===== src/rtl/uart_rx_monitor_pkg.sv =====
// uart_rx_monitor_pkg: shared types and constants for the UART receiver.
// Holds FSM state encoding, parity modes and FIFO entry field offsets.
package uart_rx_monitor_pkg;

   typedef enum logic [2:0] {
      ST_IDLE,
      ST_START,
      ST_DATA,
      ST_PARITY,
      ST_STOP
   } state_t;

   localparam int PARITY_NONE = 0;
   localparam int PARITY_ODD  = 1;
   localparam int PARITY_EVEN = 2;

   // FIFO entry: {frame_err, parity_err, data[db-1:0]}
   function automatic int pe_ofs(input int db);
      return db;
   endfunction

   function automatic int fe_ofs(input int db);
      return db + 1;
   endfunction

   function automatic int entry_w(input int db);
      return db + 2;
   endfunction

endpackage


===== src/rtl/uart_rx_monitor_fifo.sv =====
// uart_rx_monitor_fifo: synchronous first-word-fall-through FIFO.
// Ports: i_wr/i_wdata push, i_rd pop, o_rdata head (0 when empty),
// o_empty, o_full, o_level occupancy. Sync active-high reset rst.
module uart_rx_monitor_fifo
   import uart_rx_monitor_pkg::*;
#(
   parameter int W     = 10,
   parameter int DEPTH = 16,
   parameter int LW    = $clog2(DEPTH) + 1
) (
   input  logic          clk,
   input  logic          rst,
   input  logic          i_wr,
   input  logic [W-1:0]  i_wdata,
   input  logic          i_rd,
   output logic [W-1:0]  o_rdata,
   output logic          o_empty,
   output logic          o_full,
   output logic [LW-1:0] o_level
);

   localparam int AW = $clog2(DEPTH);

   logic [W-1:0]  r_mem [DEPTH];
   logic [AW-1:0] r_wp;
   logic [AW-1:0] r_rp;
   logic [LW-1:0] r_level;
   logic          w_rd;
   logic          w_wr;

   assign o_empty = (r_level == '0);
   assign o_full  = (r_level == LW'(DEPTH));
   assign w_rd    = i_rd && !o_empty;
   // a full FIFO still accepts a write when a pop frees a slot
   assign w_wr    = i_wr && (!o_full || w_rd);

   always_ff @(posedge clk) begin
      if (rst) begin
         r_wp    <= '0;
         r_rp    <= '0;
         r_level <= '0;
      end else begin
         if (w_wr) r_wp <= r_wp + 1'b1;
         if (w_rd) r_rp <= r_rp + 1'b1;
         unique case ({w_wr, w_rd})
            2'b10:   r_level <= r_level + 1'b1;
            2'b01:   r_level <= r_level - 1'b1;
            default: r_level <= r_level;
         endcase
      end
   end

   always_ff @(posedge clk) begin
      if (w_wr) r_mem[r_wp] <= i_wdata;
   end

   assign o_rdata = o_empty ? '0 : r_mem[r_rp];
   assign o_level = r_level;

endmodule


===== src/rtl/uart_rx_monitor.sv =====
// uart_rx_monitor: UART receiver with 2-flop sync, FSM and output FIFO.
// Ports: rx_i serial in; rx_* FIFO head with valid/ready pop;
// break_o/overrun_o pulses; fifo_level_o occupancy. Sync reset rst.
// Optional macro UART_RX_MONITOR_DISPLAY_EN prints each pushed char.
module uart_rx_monitor
   import uart_rx_monitor_pkg::*;
#(
   parameter int CLKS_PER_BIT = 434,
   parameter int DATA_BITS    = 8,
   parameter int PARITY       = 0,
   parameter int STOP_BITS    = 1,
   parameter int FIFO_DEPTH   = 16
) (
   input  logic                        clk,
   input  logic                        rst,
   input  logic                        rx_i,
   output logic [DATA_BITS-1:0]        rx_data_o,
   output logic                        rx_frame_err_o,
   output logic                        rx_parity_err_o,
   output logic                        rx_valid_o,
   input  logic                        rx_ready_i,
   output logic                        break_o,
   output logic                        overrun_o,
   output logic [$clog2(FIFO_DEPTH):0] fifo_level_o
);

   localparam int EW  = entry_w(DATA_BITS);
   localparam int PEO = pe_ofs(DATA_BITS);
   localparam int FEO = fe_ofs(DATA_BITS);
   localparam int LW  = $clog2(FIFO_DEPTH) + 1;
   localparam int CW  = $clog2(CLKS_PER_BIT + 1);
   localparam int BW  = 4;

   localparam logic [CW-1:0] C_FULL = CW'(CLKS_PER_BIT);
   localparam logic [CW-1:0] C_HALF = CW'(CLKS_PER_BIT / 2);
   localparam logic [BW-1:0] LAST_D = BW'(DATA_BITS - 1);
   localparam logic [BW-1:0] LAST_S = BW'(STOP_BITS - 1);

   logic [1:0]           r_sync;
   logic                 r_prev;
   state_t               r_state;
   logic [CW-1:0]        r_cnt;
   logic [BW-1:0]        r_bit;
   logic [DATA_BITS-1:0] r_shift;
   logic                 r_pe;
   logic                 r_fe;
   logic                 r_break;
   logic                 r_ovr;

   logic                 w_rx;
   logic                 w_fall;
   logic                 w_tick;
   logic                 w_push;
   logic                 w_pop;
   logic                 w_fe;
   logic                 w_exp_par;
   logic                 w_empty;
   logic                 w_full;
   logic [EW-1:0]        w_wdata;
   logic [EW-1:0]        w_rdata;
   logic [LW-1:0]        w_level;

   assign w_rx   = r_sync[1];
   assign w_fall = r_prev && !w_rx;
   assign w_tick = (r_cnt == CW'(1));

   // stop-bit result including the sample taken this cycle
   assign w_fe   = r_fe || !w_rx;
   assign w_push = (r_state == ST_STOP) && w_tick &&
                   (r_bit == LAST_S);
   assign w_pop  = rx_ready_i && !w_empty;

   assign w_exp_par = (PARITY == PARITY_EVEN) ? (^r_shift)
                                              : ~(^r_shift);
   assign w_wdata   = {w_fe, r_pe, r_shift};

   always_ff @(posedge clk) begin
      if (rst) begin
         r_sync  <= 2'b11;
         r_prev  <= 1'b1;
         r_state <= ST_IDLE;
         r_cnt   <= '0;
         r_bit   <= '0;
         r_shift <= '0;
         r_pe    <= 1'b0;
         r_fe    <= 1'b0;
         r_break <= 1'b0;
         r_ovr   <= 1'b0;
      end else begin
         r_sync  <= {r_sync[0], rx_i};
         r_prev  <= w_rx;
         r_break <= w_push && w_fe && (r_shift == '0);
         r_ovr   <= w_push && w_full && !w_pop;
         if (r_state != ST_IDLE)
            r_cnt <= w_tick ? C_FULL : r_cnt - 1'b1;
         unique case (r_state)
            ST_IDLE: begin
               if (w_fall) begin
                  r_cnt   <= C_HALF;
                  r_state <= ST_START;
               end
            end
            ST_START: begin
               if (w_tick) begin
                  if (w_rx) begin
                     r_state <= ST_IDLE;
                  end else begin
                     r_state <= ST_DATA;
                     r_bit   <= '0;
                     r_pe    <= 1'b0;
                     r_fe    <= 1'b0;
                  end
               end
            end
            ST_DATA: begin
               if (w_tick) begin
                  r_shift <= {w_rx, r_shift[DATA_BITS-1:1]};
                  if (r_bit == LAST_D) begin
                     r_bit   <= '0;
                     r_state <= (PARITY != PARITY_NONE) ?
                                ST_PARITY : ST_STOP;
                  end else begin
                     r_bit <= r_bit + 1'b1;
                  end
               end
            end
            ST_PARITY: begin
               if (w_tick) begin
                  r_pe    <= (w_rx != w_exp_par);
                  r_state <= ST_STOP;
               end
            end
            ST_STOP: begin
               if (w_tick) begin
                  r_fe <= w_fe;
                  if (r_bit == LAST_S) begin
                     r_bit   <= '0;
                     r_state <= ST_IDLE;
                  end else begin
                     r_bit <= r_bit + 1'b1;
                  end
               end
            end
            default: r_state <= ST_IDLE;
         endcase
      end
   end

   uart_rx_monitor_fifo #(
      .W     (EW),
      .DEPTH (FIFO_DEPTH),
      .LW    (LW)
   ) u_fifo (
      .clk     (clk),
      .rst     (rst),
      .i_wr    (w_push),
      .i_wdata (w_wdata),
      .i_rd    (rx_ready_i),
      .o_rdata (w_rdata),
      .o_empty (w_empty),
      .o_full  (w_full),
      .o_level (w_level)
   );

   assign rx_data_o       = w_rdata[DATA_BITS-1:0];
   assign rx_parity_err_o = w_rdata[PEO];
   assign rx_frame_err_o  = w_rdata[FEO];
   assign rx_valid_o      = !w_empty;
   assign break_o         = r_break;
   assign overrun_o       = r_ovr;
   assign fifo_level_o    = w_level;

`ifdef UART_RX_MONITOR_DISPLAY_EN
   always @(posedge clk) begin
      if (!rst && w_push) begin
         if (w_fe)
            $write("<FE:%h>", r_shift);
         else if (r_pe)
            $write("<PE:%h>", r_shift);
         else
            $write("%c", r_shift);
      end
   end
`endif

endmodule

===== config.mk =====
export PLATFORM = sky130hd
export DESIGN_NAME = uart_rx_monitor
export DESIGN_NICKNAME = d
export VERILOG_FILES = /design/src/rtl/uart_rx_monitor_pkg.sv /design/src/rtl/uart_rx_monitor_fifo.sv /design/src/rtl/uart_rx_monitor.sv
export SDC_FILE = /design/constraint.sdc
export NUM_CORES = 1
export LEC_CHECK = 0
export ABC_AREA = 1
export CAP_MARGIN = 30
export CORE_UTILIZATION = 60
export DETAILED_ROUTE_END_ITERATION = 10
export PLACE_DENSITY = 0.84
export SETUP_SLACK_MARGIN = 0.4
export SYNTH_ARGS = -nofsm -noshare
export SYNTH_HDL_FRONTEND = slang
export SYNTH_HIERARCHICAL = 1
export SYNTH_SLANG_ARGS = --single-unit
export TNS_END_PERCENT = 20

===== constraint.sdc =====
create_clock -name clk -period 6 [get_ports clk]
set_clock_uncertainty 0.15 [all_clocks]
set_input_delay 0.6 -clock clk [delete_from_list [all_inputs] [get_ports clk]]
set_output_delay 0.6 -clock clk [all_outputs]
set_load 0.02 [all_outputs]

; ---- After elaboration in Yosys (flattened, before gate mapping)
; Memories as Yosys holds them, arrays and structs flattened. A register that Yosys moved wholly into a read port is not among the register bits.
; Cells that the tools add are included.
; Widths: inputs -> output; s select.
[classes]
addsub = 6
eq_ne = 18
n_mux = 32
bitwise = 1
n_reduce_logical = 30
[ops]
columns = operator, count
row1 = $mux 9, 4
row2 = $mux 4, 8
row3 = $mux 3, 7
row4 = $pmux 3 s5, 1
row5 = $ne 2x2->1 const B, 7
row6 = $add 4x1->4 const B, 3
row7 = $pmux 4 s3, 1
row8 = $mux 10, 1
row9 = $pmux 5 s2, 1
row10 = $eq 9x1->1 const B, 1
row11 = $logic_and 1x1->1, 9
row12 = $sub 9x1->9 const B, 1
row13 = $logic_not 8->1, 1
row14 = $reduce_and 4->1, 2
row15 = $reduce_xor 8->1, 1
row16 = $reduce_and 7->1, 1
row17 = $eq 3x2->1 const B, 2
row18 = $mux 1, 6
row19 = $reduce_bool 2->1, 3
row20 = $reduce_bool 3->1, 2
row21 = $add 5x1->5 const B, 1
row22 = $eq 5x5->1 const B, 1
row23 = $logic_not 5->1, 1
row24 = $reduce_and 5->1, 1
row25 = other kinds (16), 21
[word_totals]
register_bits = 44
ramBits = 160
inputBits = 4
out_inout_bits = 18
word_cells = 101
memories = 1
[mem_list]
columns = name, words, word_bits, read_ports, rd_clocked_by_memory_dff, wr, line_no
row1 = u_fifo.r_mem, 16, 10, 1, 1, 1, uart_rx_monitor_fifo.sv:24  ; logic [W-1:0] r_mem [DEPTH];

; ---- Logic depth before layout (Yosys ltp)
; Gate-level depths: netlist (run 1).
[depth]
word_depth = 7
mapped_depth = 17
ltp_nobuf = 17

; ---- By module
; The synthesis (run 1) kept the hierarchy.
[modules_own_cells]
columns = module, n_inst, cells_each, area_each_um2, seq_area_each_um2
row1 = uart_rx_monitor_fifo, 1, 662, 7492.2, 5144.9
row2 = uart_rx_monitor, 1, 247, 1725.4, 620.6

; ---- Worst setup path before layout (run 1)
; OpenSTA, ideal clock, no wires.
[synth_timing]
kind = flip-flop to flip-flop
startpoint = register r_cnt[1]
endpoint = register u_fifo.r_level[4] (netlist: u_fifo/o_level[4])
setup_time_ps = 116
arrival_time_ps = 2330
required_time_ps = 5734
setup_slack_ps = 3404
stages_incl_launch_ff = 17
cell_sequence = dfxtp_1 -> inv_1 -> ha_1 -> nand3_4 -> nor2_8 -> nand3_1 -> inv_1 -> inv_1 -> nand3_2 -> inv_1 -> ha_1 -> inv_1 -> o21ai_0 -> a21o_1 -> nand2_1 -> a21oi_1 -> nor2_1
[synth_via]
elab_chain_cells = 6
[synth_lines]
columns = item, line_no
row1 = start: declaration, uart_rx_monitor.sv:42  ; logic [CW-1:0] r_cnt;
row2 = start signal: assignment, uart_rx_monitor.sv:95  ; r_cnt <= w_tick ? C_FULL : r_cnt - 1'b1;
row3 = $eq 9x1->1 *, uart_rx_monitor.sv:65  ; assign w_tick = (r_cnt == CW'(1));
row4 = $logic_and 1x1->1 * (2 in a row), uart_rx_monitor.sv:69  ; assign w_push = (r_state == ST_STOP) && w_tick &&
row5 = named net w_push, uart_rx_monitor.sv:53  ; logic w_push;
row6 = $logic_and 1x1->1 *, uart_rx_monitor_fifo.sv:35  ; assign w_wr = i_wr && (!o_full || w_rd);
row7 = $eq 2x1->1 / $eq 2x2->1 (equally long branches), uart_rx_monitor_fifo.sv:45  ; unique case ({w_wr, w_rd})
row8 = $pmux 5 s2 / $reduce_bool 2->1 (equally long branches), --
row9 = end signal: assignment, uart_rx_monitor_fifo.sv:46  ; 2'b10: r_level <= r_level + 1'b1;
row10 = end signal: assignment, uart_rx_monitor_fifo.sv:47  ; 2'b01: r_level <= r_level - 1'b1;
row11 = end signal: assignment, uart_rx_monitor_fifo.sv:48  ; default: r_level <= r_level;
row12 = end: declaration, uart_rx_monitor_fifo.sv:27  ; logic [LW-1:0] r_level;
; The timed path passes the listed nets; every way through them passes the cells marked *.
; A chain may end at the register's enable or synchronous reset.

==> results of run 1 <==
-- cell usage after synthesis --
library cell / n / area share, %
clkinv_4: 1 / 0.095
edfxtp_1: 160 / 52
nor3_1: 4 / 0.22
nor2_1: 61 / 2.5
buf_2: 11 / 0.60
a21oi_1: 31 / 1.7
a31oi_1: 2 / 0.14
nand4_2: 1 / 0.14
nor2_8: 2 / 0.43
clkbuf_1: 8 / 0.33
nand2_2: 3 / 0.20
inv_4: 1 / 0.068
nand3_4: 4 / 0.76
buf_4: 8 / 0.65
a21oi_2: 5 / 0.48
nand4_1: 5 / 0.34
nand2_1: 266 / 11
inv_1: 59 / 2.4
clkinv_1: 1 / 0.041
buf_6: 8 / 0.98
xnor2_1: 2 / 0.19
o21ai_0: 20 / 1.1
nand3_2: 2 / 0.22
inv_2: 3 / 0.12
o21ai_2: 2 / 0.19
xor2_1: 4 / 0.38
ha_1: 16 / 2.2
buf_1: 1 / 0.041
nand2_4: 5 / 0.61
nand3_1: 141 / 7.7
a21o_1: 1 / 0.081
nor2_2: 5 / 0.34
or2_2: 3 / 0.20
dfxtp_1: 48 / 10
o21ai_1: 8 / 0.43
nor2_4: 4 / 0.49
a211oi_1: 2 / 0.16
fa_1: 1 / 0.22
-- through the flow --
| stage | setup slack, ps | hold WS [ps] | cells | utilization [%] | total power, mW |
|---|---|---|---|---|---|
| floorplan | 3400 | 239 | 909 | - | 2.75 |
| global placement | 2430 | 242 | 1081 | 64.0 | 3.05 |
| detailed placement | 2360 | 245 | 1086 | 64.3 | 3.09 |
| CTS | 1790 | 260 | 1123 | 69.0 | 4.39 |
| global route | 1580 | 273 | 1128 | 69.3 | 4.60 |
| finish | 1780 | 259 | 1128 | 69.3 | 4.38 |
-- registers in the layout, indices dropped and copies added (netlist names), 2 cells and up, named ones only --
register,count
r_bit,4
r_cnt,9
r_shift,8
r_state,3
r_sync,2
u_fifo/o_level,5
u_fifo/r_mem,160
u_fifo/r_rp,4
u_fifo/r_wp,4
-- per-layer routing --
metal | track usage [%] | vias up | wire (µm)
met5 | 0 | - | 0
met4 | 9.28 | 0 | 446
met3 | 4.59 | 38 | 1900
met2 | 43.1 | 347 | 9920
met1 | 34.3 | 3087 | 8080
li1 | - | 3113 | -
-- final cells by class --
class / instances / area (µm²) / area share [%]
Clock buffer: 29 / 596 / 5.83
Clock inverter: 8 / 97.6 / 0.955
Inverter: 65 / 251 / 2.46
Multi-Input combinational cell: 600 / 2960 / 29.0
Sequential cell: 208 / 5770 / 56.4
Tap cell: 184 / 230 / 2.25
Timing Repair Buffer: 34 / 319 / 3.12
-- kinds of logic (layout without fill, tap and decap cells) --
group | after synthesis | count (layout) | share of synthesized area, %
and+or+nand+nor | 506 | 506 | 24.9
xor gates and xnor gates | 6 | 6 | 0.570
buffers and inverters | 101 | 136 | 5.32
AOI/OAI and AO/OA | 71 | 71 | 4.25
adders and majority gates | 17 | 17 | 2.39
DFF | 208 | 208 | 62.5
-- power groups by stage --
stage / clock network [mW] / registers (mW) / logic, mW
5_1_grt: 1.37 / 1.75 / 1.48
3_5_place_dp: 0 / 1.77 / 1.32
6_report: 1.31 / 1.74 / 1.34
3_3_place_gp: 0 / 1.77 / 1.28
2_1_floorplan: 0 / 1.73 / 1.03
4_1_cts: 1.32 / 1.74 / 1.33
-- how the worst min path moves through the flow --
stage              start   endpoint  slack (ps)
2_1_floorplan  r_sync[0]  r_sync[1]         240
3_3_place_gp   r_sync[0]  r_sync[1]         240
5_1_grt        r_sync[0]  r_sync[1]         270
6_report       r_sync[0]  r_sync[1]         260
4_1_cts        r_sync[0]  r_sync[1]         260
3_5_place_dp   r_sync[0]  r_sync[1]         250
==> impl_metrics.env, run 1 <==
export IMPL_cts_hold_fix_buffers=0
export IMPL_fmax_mhz=237
export IMPL_worst_path_max_fanout=80
export IMPL_htree_levels=1
export IMPL_ys_types=38
export IMPL_reg2regPathDepth=9
export IMPL_post_dp_hpwl_mm=12.5
export IMPL_endpoint="rx_data_o[7]"
export IMPL_cts_tree="done"
export IMPL_cts_sinks=208
export IMPL_cts_inserted_buffers=21
export IMPL_critPathMaxStageDelay_ps=890
export IMPL_final_setup_tns_ps=0
export IMPL_cap_violations=0
export IMPL_cts_root_buf="clkbuf_16"
export IMPL_period_share_pct=70.3
export IMPL_rr_startpoint="r_cnt[0]"
export IMPL_finalNetCount=951
export IMPL_antenna_found_initial=0
export IMPL_yosysWarningCount=6
export IMPL_clkTransAtPathRegs_ps=60
export IMPL_startpoint_type="flop"
export IMPL_synthCells=909
export IMPL_power_density_mw_per_mm2=429
export IMPL_grt_pass1_vias=6169
export IMPL_cp_end_kind="output port"
export IMPL_initial_core_util_pct=62.5
export IMPL_num_fill_cells=1009
export IMPL_area_delta_synth_final_pct=10.9
export IMPL_final_common_cell="nand2_1"
export IMPL_drtIter0Drc=712
export IMPL_design_area_mm2=0.0102
export IMPL_cpMaxStageDelayCell="dfxtp_2"
export IMPL_most_common_layout_cells="nand2_1, edfxtp_1, nand3_1"
export IMPL_crit_arrival_ps=3470
export IMPL_p_clk_share_pct=29.8
export IMPL_critPathRequiredTime_ps=5250
export IMPL_hold_violations=0
export IMPL_grt_max_degree=81
export IMPL_die_area_mm2=0.0159
export IMPL_finalSetupViolations=0
export IMPL_fp_coreArea_mm2=0.0148
export IMPL_r2r_end="u_fifo/r_mem[12][6]"
export IMPL_wl_per_cell_um=18.0
export IMPL_gp_congestion=0.829
export IMPL_rrSetupSlack_ps=2860
export IMPL_cp_top_family="buffers and inverters"
export IMPL_hold_path_class="flop to flop"
export IMPL_io_buffers=21
export IMPL_power_switching_mw=1.51
export IMPL_rsz0062_at_grt="false"
export IMPL_fin_crit_ps=4220
export IMPL_seqPwrFrac_pct=39.7
export IMPL_drtPass1Iterations=6
export IMPL_path_cells="clkinv_4 -> nand2_1 -> nand3_1 -> nand3_1 -> nand2_1 -> nand2_1 -> a21oi_1 -> clkdlybuf4s50_1"
export IMPL_diodes=0
export IMPL_placed_area_mm2=0.00949
export IMPL_path_buf_inv=2
export IMPL_status="finished, final reports clean"
export IMPL_grt_usage_pct=25.9
export IMPL_synth_yosys_seq_area_share_pct=62.5
export IMPL_tightest_slew_ps=1040
export IMPL_path_class="flop to output port"
export IMPL_syn_nets=930
export IMPL_fp_dieW_um=126
export IMPL_sw_frac_of_total_pct=34.6
export IMPL_overflow=0
export IMPL_syn_area_mm2=0.00922
export IMPL_postRouteWirelength_mm=20.4
export IMPL_ant_nets=0
export IMPL_viasPerCell=5.84
export IMPL_vias=6585
export IMPL_rows=44
export IMPL_min_path_cells=1
export IMPL_drive_gt1_share_pct=9.32
export IMPL_slew_headroom_pct=30.5
export IMPL_cp_common_cell="nand2_1"
export IMPL_cp_depth=8
export IMPL_post_cts_repair_setup_buffers=0
export IMPL_grt_pass1_wl_mm=31.7
export IMPL_die_h_um=126
export IMPL_io_pins=22
export IMPL_ir_drop_v=0.000312
export IMPL_insertion_delay_ps=490
export IMPL_p_int_mw=2.87
export IMPL_synth_seq_cells=208
export IMPL_cts_resized=0
export IMPL_drc=0
export IMPL_power_frac_comb_pct=30.5
export IMPL_clk_path_buf_depth=3
export IMPL_syn_avg_cell_area_um2=10.1
export IMPL_drv_slew=0
export IMPL_p_leak_nw=4.00
Power figures use the tool's default switching activity.
==> run 2: changes to the inputs <==
- clock period: 6 -> 4.2 ns (I/O delays scaled with it)
==> run 2 against run 1 <==
  * Cell count shrank 0.80%
  * Power grew 49%
  * Critical path depth decreased by 2
  * Die area stayed put
  * Sequential power up 41%
  * Register-to-register slack worse by 1800 ps
  * Hold slack improved by 8.3 ps
  * Setup slack lost 1300 ps
  * Sequential cell count stayed put
  * Via count increased by 0.17%
  * Cell area is 0.50% higher
  * Sequential share of layout area shrank 0.28 points
==> impl_metrics.env, run 2 (synthesized netlist as in run 1, its figures left out) <==
export IMPL_status="finished, final reports clean"
export IMPL_reg2regPathDepth=10
export IMPL_htree_levels=1
export IMPL_final_common_cell="nand2_1"
export IMPL_gp_congestion=0.863
export IMPL_grtUsageMet2_pct=42.4
export IMPL_min_from="r_sync[0]"
export IMPL_initial_core_util_pct=62.5
export IMPL_die_h_um=126
export IMPL_grtUsageMet3_pct=4.67
export IMPL_path_cells="inv_1 -> nand3_1 -> nand2_1 -> nand2_1 -> a21oi_2 -> clkdlybuf4s50_1"
export IMPL_cap_violations=0
export IMPL_holdPathEnd="r_sync[1]"
export IMPL_ir_drop_v=0.000476
export IMPL_fmax_mhz=272
export IMPL_rows=44
export IMPL_clkTransAtPathRegs_ps=60
export IMPL_viasPerCell=5.89
export IMPL_insertion_delay_ps=490
export IMPL_cp_common_cell="nand2_1"
export IMPL_cts_inserted_buffers=21
export IMPL_post_dp_hpwl_mm=12.9
export IMPL_hold_violations=0
export IMPL_startpoint_type="flop"
export IMPL_placed_area_mm2=0.00948
export IMPL_drv_slew=0
export IMPL_fin_total_pwr_mw=6.52
export IMPL_hold_path_class="flop to flop"
export IMPL_finalNetCount=942
export IMPL_ant_nets=0
export IMPL_top_register="u_fifo/r_mem"
export IMPL_fin_crit_ps=3680
export IMPL_worst_path_max_fanout=21
export IMPL_io_pins=22
export IMPL_power_density_mw_per_mm2=634
export IMPL_cts_tree="done"
export IMPL_drc=0
export IMPL_cts_sinks=208
export IMPL_wl_per_cell_um=18.6
export IMPL_drtIter0Drc=881
export IMPL_area_delta_synth_final_pct=11.5
export IMPL_die_area_mm2=0.0159
export IMPL_grt_most_used_layer="met2"
export IMPL_final_setup_tns_ps=0
export IMPL_drtPass1Iterations=5
export IMPL_finalSetupViolations=0
export IMPL_clk_path_buf_depth=3
export IMPL_overflow=0
export IMPL_grt_pass1_vias=6284
export IMPL_grt_max_degree=81
export IMPL_tightest_slew_ps=1030
export IMPL_utilization_pct=69.6
export IMPL_top_regs="u_fifo/r_mem x160, r_cnt x9, r_shift x8"
export IMPL_crit_arrival_ps=3110
export IMPL_min_path_cells=1
export IMPL_drive_gt1_share_pct=8.66
export IMPL_vias=6596
export IMPL_gr_usage_met1_pct=37.2
export IMPL_cts_root_buf="clkbuf_16"
export IMPL_postRouteWirelength_mm=20.8
export IMPL_diodes=0
export IMPL_antenna_found_initial=0
export IMPL_fp_coreArea_mm2=0.0148
export IMPL_most_common_layout_cells="nand2_1, edfxtp_1, nand3_1"
export IMPL_grt_pass1_wl_mm=32.8
export IMPL_slew_headroom_pct=31.4
export IMPL_fp_dieW_um=126
export IMPL_cp_end_kind="output port"
export IMPL_cpMaxStageDelayCell="dfxtp_1"
export IMPL_timing_hold_ws_ps=267
export IMPL_largest_register_ffs=160
export IMPL_critPathRequiredTime_ps=3630
export IMPL_design_area_mm2=0.0103
export IMPL_cts_hold_fix_buffers=0
export IMPL_period_share_pct=87.7
export IMPL_path_class="flop to output port"
export IMPL_rsz0062_at_grt="false"
export IMPL_critPathMaxStageDelay_ps=900
export IMPL_rrSetupSlack_ps=1030
export IMPL_rr_startpoint="r_cnt[1]"
export IMPL_io_buffers=21
export IMPL_r2r_end="u_fifo/r_mem[10][1]"
export IMPL_grt_usage_pct=26.8
export IMPL_p_leak_nw=4.00
## run 2: changes by cell type in the layout (fill, tap and decap cells not counted), sizes merged
cell / before / now
clkinv: 5 / 2
clkinvlp: 1 / 4
clkbuf: 29 / 27
buf: 13 / 4
inv: 65 / 63
bufinv: 2 / 6
## run 2: per-stage QoR
stage               instances  setup slack (ps)
floorplan                 909              1600
global placement         1081              1070
detailed placement       1082              1010
CTS                      1119               574
global route             1119               447
finish                   1119               518
## run 2: cell type report
class / count / area [µm²]
Tap cell: 184 / 230
Sequential cell: 208 / 5770
Timing Repair Buffer: 25 / 273
Inverter: 65 / 260
Clock buffer: 27 / 598
Clock inverter: 10 / 184
Fill cell: 1025 / 4480
Multi-Input combinational cell: 600 / 2960
## run 2: worst max-delay path by stage
stage	start	end	slack, ps	cells past startpoint
6_report	flop	rx_data_o[6]	520	6
5_1_grt	flop	rx_data_o[6]	450	6
4_1_cts	flop	rx_data_o[6]	570	6
3_5_place_dp	r_cnt[1]	u_fifo/r_mem[10][4]	1010	10
3_3_place_gp	r_cnt[1]	u_fifo/r_mem[10][4]	1070	10
2_1_floorplan	r_cnt[1]	u_fifo/o_level[4]	1600	16
## run 2: power by group
group,switching [mW],internal (mW),total [mW]
combinational,1.28,0.701,1.98
clock,0.762,1.31,2.07
sequential,0.154,2.31,2.46
## run 2: critical path: cells and delay by family (launching register included)
kind                   cells  cell delay [ps]
AOI/OAI and AO/OA          1               80
buffers and inverters      2             1160
and+or+nand+nor            3              470
DFF                        1              900
## run 2: repair_timing
action	4_1_cts	5_1_grt
endpoints found under the setup margin	0	1
resized for setup	0	1
setup buffers	0	0
## run 2: layer usage
metal | vias to the layer above | routed length [µm]
met4 | 0 | 653
met3 | 63 | 2200
met1 | 3071 | 8350
met2 | 360 | 9560
li1 | 3102 | -
met5 | - | 0
